### config.mk
export PLATFORM = sky130hd
export DESIGN_NAME = cordic_ci_master
export DESIGN_NICKNAME = d
export VERILOG_FILES = /design/src/rtl/cordic_ci_master.sv
export SDC_FILE = /design/constraint.sdc
export NUM_CORES = 1
export LEC_CHECK = 0
export BUFFER_PORTS_ARGS = -buffer_cell sky130_fd_sc_hd__buf_2
export CAP_MARGIN = 10
export CORE_MARGIN = 2
export CORE_UTILIZATION = 60
export DETAILED_ROUTE_END_ITERATION = 8
export GPL_TIMING_DRIVEN = 0
export PLACE_DENSITY = 0.79
export SETUP_SLACK_MARGIN = 0.1
export SLEW_MARGIN = 20
export SYNTH_ARGS = -nofsm -noshare
export SYNTH_HDL_FRONTEND = slang
export SYNTH_SLANG_ARGS = --single-unit
### constraint.sdc
create_clock -name clock -period 6.7 [get_ports clock]
set_clock_uncertainty 0.1 [all_clocks]
set_input_delay 0.67 -clock clock [delete_from_list [all_inputs] [get_ports clock]]
set_output_delay 0.67 -clock clock [all_outputs]
set_load 0.1 [all_outputs]
### src/rtl/cordic_ci_master.sv
// Operand FIFO -> CORDIC slave load/run/capture sequencer -> result FIFO.
// Define CORDIC_MASTER_SIGN_FOLD_EN to clear operand bit 31 at issue.
module cordic_ci_master #(
  parameter int DEPTH   = 8,
  parameter int LATENCY = 16
) (
  input  logic        clock,
  input  logic        aclr,
  input  logic        in_valid,
  output logic        in_ready,
  input  logic [31:0] in_data,
  output logic        out_valid,
  input  logic        out_ready,
  output logic [31:0] out_data,
  output logic        busy,
  output logic        ci_aclr,
  output logic        ci_clk_en,
  output logic [31:0] ci_dataa,
  input  logic [31:0] ci_result
);

  localparam int AW = $clog2(DEPTH);
  localparam int CW = $clog2(LATENCY + 1);
  localparam logic [AW:0]   FULL = (AW+1)'(DEPTH);
  localparam logic [CW-1:0] LAST = CW'(LATENCY - 1);

  typedef enum logic [1:0] {
    IDLE,
    LOAD,
    RUN,
    CAPTURE
  } state_t;

  state_t        state, state_nxt;
  logic [CW-1:0] iter;

  logic [31:0]   in_mem  [DEPTH];
  logic [31:0]   out_mem [DEPTH];
  logic [AW-1:0] in_wp, in_rp;
  logic [AW-1:0] out_wp, out_rp;
  logic [AW:0]   in_cnt, out_cnt;
  logic [AW:0]   out_cnt_nxt;

  logic          in_push, issue;
  logic          out_push, out_pop;
  logic          room, can_issue;
  logic [31:0]   in_head, op_load;

  assign in_ready  = !aclr && (in_cnt != FULL);
  assign in_push   = in_valid && in_ready;
  assign out_valid = (out_cnt != '0);
  assign out_pop   = out_valid && out_ready;
  assign out_push  = (state == CAPTURE);
  assign out_data  = out_valid ? out_mem[out_rp] : '0;
  assign busy      = (state != IDLE);
  assign in_head   = in_mem[in_rp];

  assign out_cnt_nxt = out_cnt
                     + (AW+1)'(out_push)
                     - (AW+1)'(out_pop);

`ifdef CORDIC_MASTER_SIGN_FOLD_EN
  assign op_load = {1'b0, in_head[30:0]};
`else
  assign op_load = in_head;
`endif

  // Re-issue from CAPTURE must leave space for the result being written now.
  assign room = (state == CAPTURE) ? (out_cnt_nxt < FULL)
                                   : (out_cnt < FULL);
  assign can_issue = (in_cnt != '0) && room;

  always_ff @(posedge clock) begin
    if (in_push)
      in_mem[in_wp] <= in_data;
    if (out_push)
      out_mem[out_wp] <= ci_result;
  end

  always_ff @(posedge clock or posedge aclr) begin
    if (aclr) begin
      in_wp   <= '0;
      in_rp   <= '0;
      in_cnt  <= '0;
      out_wp  <= '0;
      out_rp  <= '0;
      out_cnt <= '0;
    end else begin
      if (in_push)
        in_wp <= in_wp + AW'(1);
      if (issue)
        in_rp <= in_rp + AW'(1);
      in_cnt <= in_cnt
              + (AW+1)'(in_push)
              - (AW+1)'(issue);
      if (out_push)
        out_wp <= out_wp + AW'(1);
      if (out_pop)
        out_rp <= out_rp + AW'(1);
      out_cnt <= out_cnt_nxt;
    end
  end

  always_comb begin
    state_nxt = state;
    issue     = 1'b0;
    unique case (state)
      IDLE: begin
        if (can_issue) begin
          state_nxt = LOAD;
          issue     = 1'b1;
        end
      end
      LOAD: state_nxt = RUN;
      RUN: begin
        if (iter == LAST)
          state_nxt = CAPTURE;
      end
      CAPTURE: begin
        if (can_issue) begin
          state_nxt = LOAD;
          issue     = 1'b1;
        end else begin
          state_nxt = IDLE;
        end
      end
      default: state_nxt = IDLE;
    endcase
  end

  // Slave controls are registered from the next state so they track state.
  always_ff @(posedge clock or posedge aclr) begin
    if (aclr) begin
      state     <= IDLE;
      iter      <= '0;
      ci_aclr   <= 1'b1;
      ci_clk_en <= 1'b0;
      ci_dataa  <= '0;
    end else begin
      state     <= state_nxt;
      ci_aclr   <= (state_nxt == IDLE) || (state_nxt == LOAD);
      ci_clk_en <= (state_nxt == RUN);
      if (issue)
        ci_dataa <= op_load;
      if (state == LOAD)
        iter <= '0;
      else if (state == RUN)
        iter <= iter + CW'(1);
    end
  end

endmodule

==> results of run 1 <==
registers in the layout, summed over array words and instances (netlist names), 2 cells and up:
name,cells
ci_dataa,32
out_wp,3
out_rp,3
state,2
in_cnt,4
in_rp,3
iter,5
out_cnt,4
in_wp,3
out_mem,256
in_mem,256
stage by stage:
stage               area [µm²]  cells  util, %  hold WS (ns)  setup WS [ns]
floorplan                22400   1007        -         0.336          0.188
finish                   26000   1757     70.9         0.213           2.17
detailed placement       24300   1654     66.2         0.375           2.16
global placement         23700   1611     64.6         0.360          -1.54
global route             26000   1756     70.9         0.207           1.93
CTS                      26000   1756     70.9         0.191           2.13
worst register-to-register path, stage by stage, from the launching register on:
cell and delay, ns:
dfrtp_1 0.39, inv_1 0.06, ha_1 0.13, nor3b_2 0.62, nor2b_1 0.31, ha_1 0.32, inv_1 0.07, ha_1 0.22
a21o_1 0.20, mux2i_1 0.15, o21ai_2 0.45, buf_6 0.28, inv_2 0.04, ha_1 0.26, inv_1 0.06, ha_1 0.16
inv_1 0.06, fa_1 0.40, xnor2_1 0.14
how the worst min path moves through the flow:
| stage | startpoint | endpoint | depth (start not counted) |
|---|---|---|---|
| final | in_data[15] | in_mem[6][15]$_DFFE_PP_ | 1 |
| after global routing | ci_result[12] | out_mem[2][12]$_DFFE_PP_ | 1 |
| after CTS | in_data[15] | in_mem[6][15]$_DFFE_PP_ | 1 |
| after detailed placement | out_wp[2]$_DFFE_PP0N_ | out_wp[2]$_DFFE_PP0N_ | 1 |
| after global placement | iter[3]$_DFFE_PP0P_ | iter[3]$_DFFE_PP0P_ | 1 |
| after floorplan | iter[3]$_DFFE_PP0P_ | iter[3]$_DFFE_PP0P_ | 1 |
placed cells by master, fill, tap and decap left out, types with 3 or more instances in the layout:
master	n
edfxtp_1	512
buf_2	148
nor2b_1	3
mux2i_1	35
clkbuf_8	5
inv_2	3
ha_1	22
mux4_1	31
nand2_1	11
mux2_2	37
xnor2_1	8
nor2_1	36
mux2_4	28
buf_1	5
xor2_1	4
nor2_4	9
clkinv_1	11
clkinv_2	14
buf_4	27
mux2_1	3
clkbuf_1	29
a21oi_1	3
nand3_1	3
nor3_2	6
buf_12	10
buf_8	3
dfrtp_1	60
buf_16	5
inv_1	19
nand2b_1	7
buf_6	6
clkbuf_16	55
mux4_2	97
layout make-up:
| cell class | instances | area [µm²] | share of cell area [%] |
|---|---|---|---|
| Sequential cell | 573 | 16900 | 64.9 |
| Multi-Input combinational cell | 368 | 5250 | 20.2 |
| Clock buffer | 71 | 1490 | 5.71 |
| Timing Repair Buffer | 180 | 1200 | 4.59 |
| Tap cell | 468 | 586 | 2.25 |
| Buffer | 43 | 294 | 1.13 |
| Clock inverter | 30 | 230 | 0.884 |
| Inverter | 23 | 88.8 | 0.341 |
| Antenna cell | 1 | 2.50 | 0.00961 |
cells by family after synthesis:
logic type	share of synthesized area [%]
flops	75.4
mux	18.8
simple gates	1.78
buf+inv	1.70
fa+ha+maj	1.41
compound gates	0.446
xor+xnor	0.469
what timing repair did:
item                                    CTS  global route
endpoints found under the setup margin    0             0
hold buffers                              1             0
endpoints found under the hold margin    14             0
resized for setup                         0             0
layer usage:
metal,up-vias,routed length (µm),GRT usage (%)
met5,-,60,0
met4,12,1180,7.46
met3,97,3350,5.79
met2,433,24200,42.6
met1,5577,17700,31.2
li1,4594,-,-
==> flow_summary.json, run 1 <==
{
  "status": "completed",
  "cp_max_fo": 10,
  "dr.pass1.iters": 7,
  "cts.sinks": 573,
  "min_period_ns": 4.53,
  "n_fill_cell": 2104,
  "path_cells": "inv_1 -> ha_1 -> nor3b_2 -> nor2b_1 -> ha_1 -> inv_1 -> ha_1 -> a21o_1 -> mux2i_1 -> o21ai_2 -> buf_6 -> inv_2 -> ha_1 -> inv_1 -> ha_1 -> inv_1 -> fa_1 -> xnor2_1",
  "fin_nets": 1335,
  "synth_most_common_cell": "edfxtp_1",
  "slew_violations": 0,
  "cts_buffer_depth": 3,
  "area_delta_synth_final_pct": 16.1,
  "synth_top_area_share_pct": 68.6,
  "hold_class": "in -> reg",
  "crit_slowest_cell": "nor3b_2",
  "period_share_pct": 67.6,
  "viasPerCell": 6.10,
  "routedWlPerCell_um": 26.5,
  "r2r-start": "out_cnt[3]$_DFF_PP0_",
  "cts_tree": "done",
  "drt-total-wl_um": 46500,
  "r2r_slack_ns": 2.17,
  "hold_viol_final": 0,
  "critPathMaxStageDelay_ns": 0.62,
  "grt_pass1_wl_um": 69200,
  "crit_arrival_ns": 4.91,
  "grt_usage_pct": 24.6,
  "syn_nets": 1099,
  "end_kind": "register",
  "insertion_delay_ns": 0.62,
  "vias": 10713,
  "syn_area_um2": 22400,
  "drtIter0Drc": 729,
  "initial_core_util_pct": 61.1,
  "overflow": 0,
  "synth_commonest_cells": "512 x edfxtp_1, 97 x mux4_2, 60 x dfrtp_1, 45 x nor2_1, 37 x mux2_2",
  "first_global_vias": 11313,
  "cp.depth": 18,
  "path_buf_inv": 6,
  "antenna_found_initial": 7,
  "ant_nets": 0,
  "grt_max_degree": 47,
  "path_class": "reg -> reg",
  "crit_start": "out_cnt[3]$_DFF_PP0_",
  "die-width_um": 197,
  "synth_ff_type": "edfxtp_1",
  "portBuffers": 136,
  "dpl.hpwl_um": 28000,
  "yosys.area.top_type": "edfxtp_1",
  "path_clk_slew_ns": 0.06,
  "crit_path_start_kind": "register",
  "ys_warn_count": 0,
  "endpoint": "in_cnt[2]$_DFF_PP0_",
  "syn_avg_cell_area_um2": 22.3,
  "fmax_mhz": 221,
  "synth_area_leaders": "edfxtp_1 69%, mux4_2 9.7%, dfrtp_1 6.7%, mux4_1 3.6%, mux2_4 1.9%",
  "drive_gt1_share_pct": 36.0,
  "ys_seq_elements": 573,
  "worstReg2RegEnd": "in_cnt[2]$_DFF_PP0_",
  "io_pins": 137,
  "slew_headroom_pct": 31.6,
  "crit_family": "adder cells",
  "die_area_um2": 38900,
  "synth_cells": 1007,
  "tightest_slew_ns": 1.03,
  "coreArea_um2": 36700,
  "rows": 70,
  "gp_congestion": 0.733,
  "cts-htree-levels": 2,
  "worst_ep_required_time_ns": 7.08,
  "drcViolationCount": 0,
  "crit_top_cell": "ha_1",
  "fp.dieH_um": 197,
  "cap_violations": 0,
  "cts_root_buffer": "clkbuf_16",
  "ys_seq_area_share_pct": 75.4,
  "finalSetupViolCount": 0,
  "synth_edf_count": 512,
  "ys_async_sr_fraction_pct": 10.6,
  "cts_buffers": 54,
  "rsz0062_at_grt": "no",
  "r2r_cells": 18,
  "fin_tns_setup_ns": 0,
  "yosysUniqueCellTypes": 44,
  "cts_setup_buffers": 0
}
Power of run 1 is left out: the tool's default activity adds up to more than one toggle a clock period on the data nets, which glitch-free logic cannot reach.
==> run 2: changes to the inputs <==
==> constraint.sdc (replaced) <==
create_clock -name clock -period 4.5 [get_ports clock]
set_clock_uncertainty 0.1 [all_clocks]
set_input_delay 0.45 -clock clock [delete_from_list [all_inputs] [get_ports clock]]
set_output_delay 0.45 -clock clock [all_outputs]
set_load 0.1 [all_outputs]
==> run 2 against run 1 <==
Critical path type unchanged. Die area unchanged. Design area up 2.2%. Largest cell class unchanged. Worst setup slack got worse by 1.7 ns. Global-route usage shrank 0.076 points. Sequential share of layout area fell by 1.4 points. Flip-flop and latch count did not move. Via count rose by 1.3%. Utilization is 1.6 points higher. Non-clock buffer count grew 17. Clock-buffer cell count shrank 3. Register-to-register slack lost 1.7 ns. Hold slack worse by 0.19 ns.
==> flow_summary.json, run 2 (synthesized netlist as in run 1, its figures left out) <==
{
  "tightest_slew_ns": 0.940,
  "first_global_vias": 11431,
  "grt_usage_pct": 24.5,
  "fin_nets": 1353,
  "layout_setup_ws_ns": 0.458,
  "cts-htree-levels": 2,
  "place_ws_ns": 0.255,
  "finalSetupViolCount": 0,
  "die-width_um": 197,
  "routedWlPerCell_um": 25.8,
  "fp.dieH_um": 197,
  "cap_violations": 0,
  "fmax_mhz": 247,
  "drive_gt1_share_pct": 35.8,
  "end_kind": "register",
  "final_cell_count_no_fill": 1781,
  "final_cell_area_um2": 26600,
  "status": "completed",
  "gp_congestion": 0.708,
  "final_common_cell": "edfxtp_1",
  "crit_top_cell": "ha_1",
  "die_area_um2": 38900,
  "period_share_pct": 89.8,
  "overflow": 0,
  "rsz0062_at_grt": "no",
  "drt-total-wl_um": 46000,
  "worst_ep_required_time_ns": 4.89,
  "grt_pass1_wl_um": 69300,
  "portBuffers": 136,
  "drcViolationCount": 0,
  "vias": 10849,
  "holdWs_ns": 0.0205,
  "insertion_delay_ns": 0.60,
  "rows": 70,
  "grt_max_degree": 37,
  "critPathMaxStageDelay_ns": 0.41,
  "cp_max_fo": 10,
  "crit_slowest_cell": "fa_1",
  "crit_family": "adder cells",
  "path_cells": "inv_1 -> ha_1 -> nor3b_2 -> nor2b_2 -> ha_1 -> inv_1 -> ha_1 -> a21o_1 -> mux2i_1 -> o21ai_4 -> buf_6 -> inv_2 -> ha_1 -> inv_1 -> ha_1 -> inv_1 -> fa_1 -> xnor2_1",
  "path_clk_slew_ns": 0.06,
  "path_buf_inv": 6,
  "cts_buffer_depth": 3,
  "cts_tree": "done",
  "coreArea_um2": 36700,
  "dpl-instance-area_um2": 24400,
  "dpl.hpwl_um": 28100,
  "area_delta_synth_final_pct": 18.7,
  "slew_violations": 0,
  "crit_arrival_ns": 4.43,
  "viasPerCell": 6.09,
  "dp_cells": 1647,
  "drtIter0Drc": 993,
  "cts_setup_buffers": 0,
  "cts_root_buffer": "clkbuf_16",
  "hold_viol_final": 0,
  "cts_buffers": 55,
  "io_pins": 137,
  "crit_path_start_kind": "register",
  "antenna_found_initial": 9,
  "seq_area_um2": 16900,
  "initial_core_util_pct": 61.1,
  "slew_headroom_pct": 37.3,
  "path_class": "reg -> reg",
  "hold_class": "in -> reg",
  "ant_nets": 0,
  "final_cell_mix": "512 x edfxtp_1, 142 x buf_2, 97 x mux4_2",
  "largestRegisters": "in_mem x256, out_mem x256, ci_dataa x32",
  "min_period_ns": 4.04,
  "cts.sinks": 573,
  "multiInputGateArea_um2": 5300,
  "n_fill_cell": 2004,
  "dr.pass1.iters": 5
}
==> run 2: changes by cell type in the layout (fill, tap and decap cells not counted), sizes merged <==
cell / change
dlygate4sd3: +24
clkbuf: -3
diode: +5
bufinv: +7
inv: -2
buf: -7
==> run 2: what timing repair did <==
action                                 in CTS  in global routing
endpoints found under the hold margin     168                  0
hold buffers                               25                  0
setup endpoints to repair                   0                  3
gates resized for setup                     0                  2
==> run 2: path summary, 6_finish.rpt <==
path | start | end | slack (ns) | cells past startpoint
setup / recovery | out_cnt[3]$_DFF_PP0_ | in_cnt[2]$_DFF_PP0_ | 0.46 | 18
hold / removal | in_data[11] | in_mem[3][11]$_DFFE_PP_ | 0.02 | 1
setup reg to reg | out_cnt[3]$_DFF_PP0_ | in_cnt[2]$_DFF_PP0_ | 0.46 | 18
hold reg to reg | iter[3]$_DFFE_PP0P_ | iter[3]$_DFFE_PP0P_ | 0.38 | 1
max in group asynchronous | aclr | ci_aclr$_DFF_PP1_ | 3.33 | 4
min in group asynchronous | aclr | in_wp[0]$_DFFE_PP0P_ | 0.34 | 3
==> run 2: worst reg2reg max path, stage by stage (launching register included) <==
cell	delay (ns)
dfrtp_1	0.39
inv_1	0.07
ha_1	0.16
nor3b_2	0.37
nor2b_2	0.17
ha_1	0.26
inv_1	0.06
ha_1	0.21
a21o_1	0.20
mux2i_1	0.17
o21ai_4	0.36
buf_6	0.26
inv_2	0.05
ha_1	0.28
inv_1	0.06
ha_1	0.15
inv_1	0.06
fa_1	0.41
xnor2_1	0.13
==> run 2: layer usage <==
layer / GRT usage, % / part of all wire [%] / vias up
li1: - / - / 4661
met3: 5.92 / 7.3 / 93
met1: 31.8 / 38 / 5679
met2: 41.6 / 52 / 408
met5: 0 / 0.11 / -
met4: 7.60 / 2.5 / 8
==> run 2: through the flow <==
step,util (%),setup TNS [ns]
floorplan,-,0
global placement,64.7,-86.31
detailed placement,66.6,0
CTS,72.5,0
global route,72.5,0
finish,72.5,0
==> run 2: final cells by class <==
type	instances	area share, %
clock buffer	68	5.58
buffer	43	1.10
inverter	23	0.334
tap	468	2.20
clock inverter	35	1.59
timing repair buffer	197	5.73
antenna	6	0.0564
sequential	573	63.5
multi-input combinational	368	19.9
Power of run 2 is left out for the same reason.
==> run 3: changes to the inputs <==
--- a/config.mk
+++ b/config.mk
@@ -12,6 +12,7 @@
 export DETAILED_ROUTE_END_ITERATION = 8
 export GPL_TIMING_DRIVEN = 0
 export PLACE_DENSITY = 0.79
+export RECOVER_POWER = 25
 export SETUP_SLACK_MARGIN = 0.1
 export SLEW_MARGIN = 20
 export SYNTH_ARGS = -nofsm -noshare
==> run 3 against run 2 <==
Non-clock buffer count is the same. Register-to-register slack is essentially flat. Sequential share of layout area grew 0.13 points. Design area shrank 0.20%. Critical path type unchanged. Largest cell class unchanged.
==> flow_summary.json, run 3 (synthesized netlist as in run 1, its figures left out) <==
{
  "insertion_delay_ns": 0.60,
  "end_kind": "register",
  "drcViolationCount": 0,
  "gp_congestion": 0.708,
  "worst_ep_required_time_ns": 4.89,
  "dr.pass1.iters": 5,
  "fin_tns_setup_ns": 0,
  "die_area_um2": 38900,
  "path_clk_slew_ns": 0.06,
  "slew_violations": 0,
  "min_period_ns": 4.03,
  "fp.dieH_um": 197,
  "final_cell_mix": "512 x edfxtp_1, 103 x buf_2, 97 x mux4_2",
  "initial_core_util_pct": 61.1,
  "path_class": "reg -> reg",
  "grt_max_degree": 37,
  "crit_path_start_kind": "register",
  "drt-total-wl_um": 45900,
  "rsz0062_at_grt": "no",
  "hold_class": "in -> reg",
  "grt_pass1_wl_um": 69300,
  "cts_buffer_depth": 3,
  "largestRegisters": "in_mem x256, out_mem x256, ci_dataa x32",
  "dpl-instance-area_um2": 24400,
  "cts_root_buffer": "clkbuf_16",
  "antenna_found_initial": 5,
  "cts.sinks": 573,
  "ant_nets": 0,
  "cts_buffers": 55,
  "status": "completed",
  "top_layer": "met5",
  "tightest_slew_ns": 0.942,
  "routedWlPerCell_um": 25.8,
  "coreArea_um2": 36700,
  "fmax_mhz": 248,
  "place_ws_ns": 0.255,
  "cap_violations": 0,
  "finalSetupViolCount": 0,
  "drive_gt1_share_pct": 32.8,
  "final_cell_area_um2": 26600,
  "drtIter0Drc": 980,
  "final_common_cell": "edfxtp_1",
  "fin_nets": 1353,
  "hold_viol_final": 0,
  "cts_setup_buffers": 0,
  "dpl.hpwl_um": 28100,
  "cts-htree-levels": 2,
  "dr_wl_met2_um": 23800,
  "seq_area_um2": 16900,
  "overflow": 0,
  "multiInputGateArea_um2": 5300,
  "viasPerCell": 6.07,
  "grt_usage_pct": 24.5,
  "period_share_pct": 89.5,
  "fin_util_pct": 72.4,
  "vias": 10791,
  "area_delta_synth_final_pct": 18.5,
  "die-width_um": 197,
  "n_fill_cell": 2025,
  "cts_tree": "done",
  "rows": 70,
  "layout_setup_ws_ns": 0.472,
  "crit_arrival_ns": 4.42,
  "cp_max_fo": 10,
  "first_global_vias": 11431,
  "slew_headroom_pct": 37.2,
  "portBuffers": 136,
  "m1WireLength_um": 17600,
  "io_pins": 137,
  "wl_met3_um": 3320
}
run 3: cell count changes in the layout (fill, tap and decap cells not counted), sizes merged:
cell / before / now
buf: 197 / 158
diode: 6 / 4
clkbuf: 86 / 125
run 3: cell type report:
type | count | share of cell area (%)
timing repair buffer | 197 | 5.55
tap | 468 | 2.20
clock inverter | 35 | 1.60
buffer | 43 | 1.11
inverter | 23 | 0.334
sequential | 573 | 63.6
clock buffer | 68 | 5.59
antenna | 4 | 0.0377
multi-input combinational | 368 | 19.9
run 3: metal layers:
layer  vias up  track usage, %
li1       4657               -
met1      5643            31.8
met2       406            41.6
met3        83            5.92
met4         2            7.60
met5         -               0
run 3: metrics by stage:
step | std cells | hold WS, ns
floorplan | 1007 | 0.336
global placement | 1611 | 0.357
detailed placement | 1647 | 0.369
CTS | 1775 | 0.000342
global route | 1777 | 0.0557
finish | 1779 | 0.0520
run 3: path summary, 6_finish.rpt:
kind / start / to / slack (ns) / cells after the start
max: out_cnt[3]$_DFF_PP0_ / in_cnt[2]$_DFF_PP0_ / 0.47 / 18
min: in_data[24] / in_mem[7][24]$_DFFE_PP_ / 0.05 / 1
max reg2reg: out_cnt[3]$_DFF_PP0_ / in_cnt[2]$_DFF_PP0_ / 0.47 / 18
min reg2reg: iter[3]$_DFFE_PP0P_ / iter[3]$_DFFE_PP0P_ / 0.38 / 1
max in group asynchronous: aclr / ci_aclr$_DFF_PP1_ / 3.33 / 4
min in group asynchronous: aclr / in_wp[0]$_DFFE_PP0P_ / 0.34 / 3
run 3: critical path, stage by stage (launching register included):
cell	delay, ns
dfrtp_1	0.39
inv_1	0.07
ha_1	0.16
nor3b_2	0.36
nor2b_2	0.17
ha_1	0.31
inv_1	0.04
ha_1	0.20
a21o_1	0.19
mux2i_1	0.17
o21ai_4	0.36
buf_6	0.26
inv_2	0.05
ha_1	0.27
inv_1	0.06
ha_1	0.15
inv_1	0.06
fa_1	0.41
xnor2_1	0.13
run 3: repair_timing:
action	in CTS	in global routing
resized for setup	0	2
setup endpoints to repair	0	3
hold endpoints to repair	168	0
hold buffers	25	0
Power of run 3 is left out for the same reason.
